<file path="config.mk">
export PLATFORM = sky130hd
export DESIGN_NAME = kgp_multicycle_seq
export DESIGN_NICKNAME = d
export VERILOG_FILES = /design/src/rtl/kgp_multicycle_seq.sv
export SDC_FILE = /design/constraint.sdc
export NUM_CORES = 1
export LEC_CHECK = 0
export BUFFER_PORTS_ARGS = -buffer_cell sky130_fd_sc_hd__buf_2
export CAP_MARGIN = 20
export CORE_ASPECT_RATIO = 1.4
export CORE_MARGIN = 1.5
export CORE_UTILIZATION = 42
export CTS_CLUSTER_DIAMETER = 100
export DETAILED_ROUTE_END_ITERATION = 10
export GPL_TIMING_DRIVEN = 0
export PLACE_DENSITY = 0.89
export SYNTH_ARGS = -nofsm -noshare
export SYNTH_HDL_FRONTEND = slang
export SYNTH_SLANG_ARGS = --single-unit
</file>
<file path="constraint.sdc">
create_clock -name clk -period 4.75 [get_ports clk]
set_clock_uncertainty 0.15 [all_clocks]
set_input_delay 0.475 -clock clk [delete_from_list [all_inputs] [get_ports clk]]
set_output_delay 0.475 -clock clk [all_outputs]
set_load 0.005 [all_outputs]
</file>
<file path="src/rtl/kgp_multicycle_seq.sv">
// Multicycle FETCH/DECODE/EXEC/MEM/WB sequencer: turns decoded control into one-cycle datapath strobes.
// Latency: 4+L cycles per ALU/store, 5+2L per load (L = MEM_LAT); no backpressure, run is sampled only at instruction boundaries.
// Optional perf counters (cycleCnt/instrCnt) are built only when KGP_SEQ_PERF_CNT_EN is defined.
module kgp_multicycle_seq #(
    parameter int MEM_LAT = 1
) (
    input  logic        clk,
    input  logic        rst_n,
    input  logic        run,
    input  logic        halt,
    input  logic        regWrite,
    input  logic        memRead,
    input  logic        memWrite,
    input  logic        brLink,
    input  logic [2:0]  branch,
    input  logic        brTaken,
    output logic        imemEn,
    output logic        irWrite,
    output logic        pcWrite,
    output logic        pcSrcBr,
    output logic        dmemEn,
    output logic        dmemWe,
    output logic        rfWrite,
    output logic        done,
    output logic        busy,
    output logic [2:0]  state,
    output logic [31:0] cycleCnt,
    output logic [31:0] instrCnt
);

    typedef enum logic [2:0] {
        S_IDLE   = 3'd0,
        S_FETCH  = 3'd1,
        S_FWAIT  = 3'd2,
        S_DECODE = 3'd3,
        S_EXEC   = 3'd4,
        S_MEM    = 3'd5,
        S_MWAIT  = 3'd6,
        S_WB     = 3'd7
    } state_t;

    localparam logic [1:0] WAIT_LAST = 2'(MEM_LAT - 1);

    state_t     cur;
    state_t     nxt;
    logic [1:0] wcnt;
    logic [1:0] nxt_wcnt;
    logic       instr_end;
    logic       halt_take;
    logic       br_class;

    assign br_class = |branch;
    assign busy     = (cur != S_IDLE);
    assign state    = cur;
    // Branch target select follows brTaken live while the PC strobe is up.
    assign pcSrcBr  = pcWrite & br_class & brTaken;

    always_comb begin
        nxt       = cur;
        nxt_wcnt  = 2'd0;
        instr_end = 1'b0;
        halt_take = 1'b0;
        case (cur)
            S_IDLE: begin
                if (run) nxt = S_FETCH;
            end
            S_FETCH: begin
                nxt = S_FWAIT;
            end
            S_FWAIT: begin
                if (wcnt == WAIT_LAST) nxt = S_DECODE;
                else                   nxt_wcnt = wcnt + 2'd1;
            end
            S_DECODE: begin
                if (halt) begin
                    nxt       = S_IDLE;
                    halt_take = 1'b1;
                end else begin
                    nxt = S_EXEC;
                end
            end
            S_EXEC: begin
                if (memWrite || memRead)              nxt = S_MEM;
                else if (regWrite || (br_class && brLink)) nxt = S_WB;
                else                                  instr_end = 1'b1;
            end
            S_MEM: begin
                // A simultaneous read+write is a store: no read-data wait, no write-back.
                if (memWrite) instr_end = 1'b1;
                else          nxt = S_MWAIT;
            end
            S_MWAIT: begin
                if (wcnt == WAIT_LAST) nxt = S_WB;
                else                   nxt_wcnt = wcnt + 2'd1;
            end
            S_WB: begin
                instr_end = 1'b1;
            end
            default: begin
                nxt = S_IDLE;
            end
        endcase
        if (instr_end) nxt = run ? S_FETCH : S_IDLE;
    end

    // Strobes are registered from the next state so each one is aligned with its state.
    always_ff @(posedge clk or negedge rst_n) begin
        if (!rst_n) begin
            cur     <= S_IDLE;
            wcnt    <= 2'd0;
            imemEn  <= 1'b0;
            irWrite <= 1'b0;
            pcWrite <= 1'b0;
            dmemEn  <= 1'b0;
            dmemWe  <= 1'b0;
            rfWrite <= 1'b0;
            done    <= 1'b0;
        end else begin
            cur     <= nxt;
            wcnt    <= nxt_wcnt;
            imemEn  <= (nxt == S_FETCH);
            irWrite <= (nxt == S_FWAIT) && (nxt_wcnt == WAIT_LAST);
            pcWrite <= (nxt == S_EXEC);
            dmemEn  <= (nxt == S_MEM);
            dmemWe  <= (nxt == S_MEM) && memWrite;
            rfWrite <= (nxt == S_WB);
            done    <= halt_take;
        end
    end

`ifdef KGP_SEQ_PERF_CNT_EN
    logic [31:0] cycle_cnt_q;
    logic [31:0] instr_cnt_q;

    always_ff @(posedge clk or negedge rst_n) begin
        if (!rst_n) begin
            cycle_cnt_q <= 32'd0;
            instr_cnt_q <= 32'd0;
        end else begin
            if (busy)                   cycle_cnt_q <= cycle_cnt_q + 32'd1;
            if (instr_end || halt_take) instr_cnt_q <= instr_cnt_q + 32'd1;
        end
    end

    assign cycleCnt = cycle_cnt_q;
    assign instrCnt = instr_cnt_q;
`else
    assign cycleCnt = 32'd0;
    assign instrCnt = 32'd0;
`endif

endmodule

</file>
==> impl_metrics.csv, run 1 <==
group,metric,value,unit
synth,synth_seq_area_share,0.273,
floorplan,num_io_pins,88,
pwr,power.density,286,nW/µm²
sta,drv_slew,0,
pwr,max-vdd-ir-drop,0.115,mV
sta,rsz0062_at_grt,"no",
worst_setup_path,worstPathRequired,4120,ps
sta,fmax,504,MHz
worst_setup_path,worstSetupPathType,"flip-flop to output pin",
floorplan,die_x,46.2,µm
sta,fin_crit_sh,0.418,
route,drtIter0Drc,11,
synth,synth_compound_area_frac,0.117,
worst_setup_path,crit_fanout,10,
worst_setup_path,path_cells,"buf_2, or3_1, buf_2",
worst_setup_path,crit_buf_inv,2,
sta,finalSetupTns,0,ps
worst_setup_path,startpoint_type,"flip-flop",
floorplan,dieArea,2940,µm²
route,final_antenna_net_count,0,
route,routedWlPerCell,7.84,µm
finish,drive_gt1_frac,0.454,
finish,fin_nets,232,
global_route,grt_pass1_wl,2880,µm
run,max_cap_viol_count,0,
clocking,numCtsBuffers,3,
synth,synthXorXnorAreaFrac,0,
worst_setup_path,crit_slowest_cell,"dfrtp_1",
synth,synth-simple-area-share,0.110,
clocking,clockBufferDepth,2,
synth,synthAdderAreaFrac,0.0228,
floorplan,start_util,0.450,
sta,setup_viol,0,
floorplan,fp.dieH,63.5,µm
placed_design,post_dp_cell_area,1490,µm²
worst_setup_path,arrival,1360,ps
clocking,cts_tree,"yes",
sta,fin_crit,1990,ps
route,totalWireLength,1960,µm
worst_setup_path,critPathCaptureType,"output pin",
finish,ff_latch_area,300,µm²
synth,syn_avg_cell_area,8.72,µm²
synth,yosys.cell_types.count,28,
synth,muxShareOfSynthArea,0,
sta,hold_violations,0,
synth,synth-seq-cells,12,
finish,num-fill-cells,222,
finish,multi_input_area,515,µm²
route,num_vias,918,
floorplan,core,2440,µm²
clocking,clock_sinks,12,
status,status,"completed",
clocking,clk-insertion-delay-late,280,ps
global_route,grt_pass1_vias,738,
worst_hold_path,hold_class,"primary input to flip-flop",
pwr,power.leakage,0.946,nW
finish,final_cell_mix,"buf_4 (64), conb_1 (64), buf_2 (24), dfrtp_1 (12), nor2_1 (7)",
global_route,grt_usage,0.135,
finish,syn_to_final_growth,38.8,%
sta,whs,249,ps
route,via_per_inst,3.67,
pwr,power,437,µW
clocking,clockRootBuffer,"clkbuf_4",
placed_design,finalWeightedCongestion,0.788,
route,dr.pass1.iters,4,
synth,synth_cells,126,
placed_design,numPortBuffers,23,
global_route,grt_max_degree,13,
floorplan,rows,21,
clocking,clk_pin_slew,70,ps
worst_setup_path,critPathMaxStageDelay,420,ps
placed_design,dp_hpwl,1690,µm
global_route,overflow,0,
synth,synth_top_family_by_area,"buffers and inverters",
route,drcViolationCount,0,
worst_setup_path,crit_top_cell,"buf_2",
global_route,antenna_found_initial,0,
clocking,cts_htree_levels,1,
finish,fin_area,1530,µm²
synth,netlist_area,1100,µm²
synth,yosys_warnings,0,
worst_setup_path,crit_family,"flip-flops",
finish,antenna_cells,0,
## cells by family (layout without fill, tap and decap cells)
group | after synthesis | count (layout)
AND/OR/NAND/NOR | 23 | 23
flip-flops | 12 | 12
AO/OA/AOI/OAI | 16 | 16
adder cells (fa/ha/maj) | 2 | 2
buffers and inverters | 72 | 99
other | 1 | 64
## sequential cells by signal, summed over array words and instances (netlist names)
register and count:
state 3, wcnt 2, dmemEn 1, dmemWe 1, done 1, imemEn 1
irWrite 1, pcWrite 1, rfWrite 1
## timing repair
item | CTS | global route
endpoints found under the hold margin | 12 | 0
buffers inserted | 0 | 0
gates resized for setup | 0 | 0
endpoints found under the setup margin | 0 | 0
hold buffers | 1 | 0
## area by class of cell
class                   count  share of cell area
multi-input cells         105               0.338
plain buffers              67               0.328
flip-flops and latches     12               0.197
repair buffers             24              0.0820
well taps                  34              0.0279
clock buffers               3              0.0148
inverters                   5              0.0123
## where the power goes
part / internal, mW / switching [mW] / total (mW)
sequential: 0.129 / 0.0166 / 0.146
clock: 0.0294 / 0.0333 / 0.0627
combinational: 0.108 / 0.121 / 0.228
## metal layers
| metal | global-route usage | vias to the layer above | wire length, µm |
|---|---|---|---|
| li1 | - | 466 | - |
| met1 | 0.122 | 381 | 613 |
| met2 | 0.245 | 66 | 1090 |
| met3 | 0.0143 | 5 | 194 |
| met4 | 0.107 | 0 | 62 |
| met5 | 0 | - | 0 |
## per-stage QoR
stage | std cells | setup WS [ps] | utilization
6_report | 250 | 2760 | 0.624
5_1_grt | 250 | 2710 | 0.624
2_1_floorplan | 189 | 3210 | -
3_5_place_dp | 246 | 3020 | 0.611
3_3_place_gp | 246 | 3050 | 0.611
4_1_cts | 250 | 2760 | 0.624
## worst reg2reg max path, delay by kind of cell (launching register included)
kind | cells | cell delay, ps
flops | 1 | 380
simple gates | 1 | 290
compound gates | 3 | 530
fa+ha+maj | 1 | 190
## synthesized netlist by cell type
cell	number	share of area
buf_4	64	0.44
dfrtp_1	12	0.27
nor2_1	7	0.024
inv_1	5	0.017
nand2_1	5	0.017
a21oi_1	4	0.018
nor3b_1	4	0.027
nor3_1	3	0.014
ha_1	2	0.023
o21ai_1	2	0.0091
a2111oi_2	1	0.014
a211oi_2	1	0.011
a21oi_2	1	0.0080
a221o_1	1	0.0091
a31oi_1	1	0.0057
and3_1	1	0.0057
buf_2	1	0.0046
buf_6	1	0.010
clkbuf_1	1	0.0034
conb_1	1	0.0034
nor4_1	1	0.0057
nor4_2	1	0.011
o2111ai_2	1	0.014
o211ai_1	1	0.0068
o21ai_0	1	0.0046
o21ai_2	1	0.0080
o311a_1	1	0.0091
or3_1	1	0.0057
## worst paths after layout
kind | from | to | slack (ps) | depth (start not counted)
max in group asynchronous | rst_n | state[0] | 3790 | 2
min | halt | pcWrite | 250 | 2
max reg2reg | wcnt[1] | irWrite | 3120 | 5
min in group asynchronous | rst_n | dmemWe | 450 | 2
max | state[0] | busy | 2760 | 3
min reg2reg | state[2] | imemEn | 520 | 2
Note: power is estimated with default switching activity, not from simulation.
==> run 2, diff against run 1 <==
Settings changed: ABC_AREA set to 1, CORE_UTILIZATION 42 to 40, PLACE_DENSITY 0.89 to 0.85.
Clock period 4.75 ns to 2 ns, I/O delays scaled along.
==> run 2 against run 1 <==
Compared with the run above: sequential power grew to 2.6 times the previous value; cell area is 3.4% higher; largest power group unchanged; synthesized cell count is 13% higher; hold slack worse by 220 ps; critical path depth is 7 higher; global-route usage is 2.0 points lower; flip-flop and latch count stayed put; highest routed layer unchanged.
==> impl_metrics.csv, run 2 <==
group,metric,value,unit
route,drtIter0Drc,14,
route,drcViolationCount,0,
synth,synth_cells,143,
global_route,overflow,0,
route,totalWireLength,1780,µm
finish,largest_reg_flops,3,
route,num_vias,913,
worst_setup_path,ff2ff_path_depth,10,
worst_hold_path,hold_class,"primary input to flip-flop",
worst_setup_path,crit_fanout,6,
floorplan,dieArea,3180,µm²
worst_setup_path,arrival,1540,ps
floorplan,core,2670,µm²
global_route,grt_max_degree,13,
route,routedWlPerCell,6.58,µm
floorplan,fp.dieH,66.1,µm
finish,antenna_cells,0,
route,dr.pass1.iters,4,
synth,synthAdderAreaFrac,0.0220,
global_route,grt_pass1_vias,669,
sta,fin_crit,1520,ps
pwr,max-vdd-ir-drop,0.560,mV
clocking,cts_htree_levels,1,
placed_design,pre_cts_ws,496,ps
synth,synthTopCellsByArea,"buf_4 (42%), dfrtp_1 (26%), nand2_1 (4.9%)",
synth,yosys.cell_types.count,19,
global_route,antenna_found_initial,0,
finish,fin_util,0.591,
synth,yosysMostFrequentCell,"buf_4",
floorplan,rows,22,
finish,drive_gt1_frac,0.470,
clocking,cts-resized-gates,0,
worst_setup_path,crit_slowest_cell,"dfrtp_1",
route,final_antenna_net_count,0,
floorplan,die_x,48.1,µm
global_route,grt_usage,0.115,
clocking,clockRootBuffer,"clkbuf_4",
synth,synth_top_family_by_area,"buffers and inverters",
clocking,post_cts_buffers,0,
worst_setup_path,r2r-start,"state[1]",
synth,synthXorXnorAreaFrac,0,
sta,fmax,656,MHz
floorplan,start_util,0.426,
clocking,numCtsBuffers,3,
worst_setup_path,critPathMaxStageDelay,450,ps
finish,fin_cells,270,
pwr,power.leakage,1.03,nW
synth,yosys_warnings,0,
synth,netlist_area,1140,µm²
sta,hold_violations,0,
floorplan,num_io_pins,88,
run,max_cap_viol_count,0,
placed_design,placedCellCount,265,
synth,synth-seq-cells,12,
placed_design,numPortBuffers,23,
worst_setup_path,path_cells,"inv_2, nand2_2, nor2_4, nand4_4, nand2_4, inv_2, nand2_2, nand2_4, nand2_2, inv_1",
worst_setup_path,crit_path_start,"state[1]",
pwr,power.density,806,nW/µm²
synth,synth_edf_count,0,
finish,num-fill-cells,236,
finish,final_cell_mix,"buf_4 (64), conb_1 (64), buf_2 (23), nand2_1 (15), dfrtp_1 (12)",
worst_setup_path,rr_endpoint,"dmemEn",
synth,synth-simple-area-share,0.226,
worst_setup_path,crit_top_cell,"nand2_2",
clocking,clockBufferDepth,2,
synth,async_reset_ff_frac,1.00,
worst_setup_path,worstSetupPathType,"flip-flop to flip-flop",
sta,whs,33.4,ps
clocking,cts_tree,"yes",
clocking,cts_hold_buf,2,
synth,yosysTopAreaCellShare,0.422,
sta,drv_slew,0,
worst_setup_path,reg2reg_slack,480,ps
clocking,clk_pin_slew,70,ps
sta,rsz0062_at_grt,"no",
sta,setup_viol,0,
sta,setup_slack,475,ps
placed_design,dp_hpwl,1600,µm
finish,syn_to_final_growth,38.6,%
synth,synth_seq_area_share,0.264,
synth,syn_avg_cell_area,7.96,µm²
clocking,clk-insertion-delay-late,270,ps
sta,fin_crit_sh,0.762,
synth,synth_compound_area_frac,0.0165,
clocking,clock_sinks,12,
worst_setup_path,worstPathRequired,2020,ps
status,status,"completed",
synth,yosys-top-cells-count,"buf_4 (64), nand2_1 (15), dfrtp_1 (12), inv_1 (10)",
worst_setup_path,critPathCaptureType,"flip-flop",
synth,muxShareOfSynthArea,0,
synth,synth_top_area_cell,"buf_4",
global_route,grt_pass1_wl,2590,µm
synth,synth_ff_type,"dfrtp_1",
sta,finalSetupTns,0,ps
finish,fin_nets,250,
route,via_per_inst,3.38,
worst_setup_path,critPathCapture,"dmemEn",
worst_setup_path,startpoint_type,"flip-flop",
placed_design,finalWeightedCongestion,0.779,
run 2: cell count changes in the layout (fill, tap and decap cells not counted), sizes merged, moves of 2 or more:
| cell | delta |
|---|---|
| o21ai | -3 |
| nand3 | +7 |
| buf | -2 |
| nand2 | +19 |
| inv | +9 |
| nor3b | -4 |
| nor2 | +5 |
| a21oi | -3 |
| nor4 | -2 |
run 2: per-stage QoR:
step	total power, mW	instance area (µm²)
6_report	1.27	1580
5_1_grt	1.40	1580
4_1_cts	1.28	1580
3_5_place_dp	1.13	1540
3_3_place_gp	1.12	1540
2_1_floorplan	0.960	1380
run 2: power breakdown:
group / total, mW / switching (mW) / internal [mW]
Clock: 0.144 / 0.0738 / 0.0697
Sequential: 0.379 / 0.0590 / 0.320
Combinational: 0.750 / 0.434 / 0.316
Total: 1.27 / 0.567 / 0.706
run 2: kinds of logic after synthesis:
group	after synthesis
compound gates	3
simple gates	47
flops	12
buf+inv	78
fa+ha+maj	2
other cells	1
run 2: layout make-up:
class / instances / area [µm²] / share of cell area
multi-input cells: 116 / 542 / 0.343
plain buffers: 64 / 480 / 0.305
flip-flops and latches: 12 / 300 / 0.190
repair buffers: 25 / 135 / 0.0856
inverters: 14 / 52.6 / 0.0333
well taps: 36 / 45.0 / 0.0285
clock buffers: 3 / 22.5 / 0.0143
run 2: worst min-delay path by stage:
stage | startpoint | endpoint | slack [ps] | cells after the start
after detailed placement | rst_n | dmemWe | -60 | 1
final | memWrite | dmemWe | 30 | 3
after global placement | rst_n | dmemWe | -70 | 1
after global routing | memWrite | dmemWe | 50 | 3
after floorplan | rst_n | dmemEn | -250 | 0
after CTS | memWrite | dmemWe | 20 | 3
run 2: critical path: cells and delay by family, from the launching register on:
kind	cells	cell delay, ps
flip-flops	1	450
buffers and inverters	3	180
AND/OR/NAND/NOR	7	630
run 2: per-layer routing:
metal | vias to the layer above | global-route usage | wire length, µm
met1 | 366 | 0.103 | 548
met2 | 56 | 0.217 | 989
li1 | 487 | - | -
met4 | 0 | 0.0608 | 25
met5 | - | 0 | 0
met3 | 4 | 0.0246 | 213
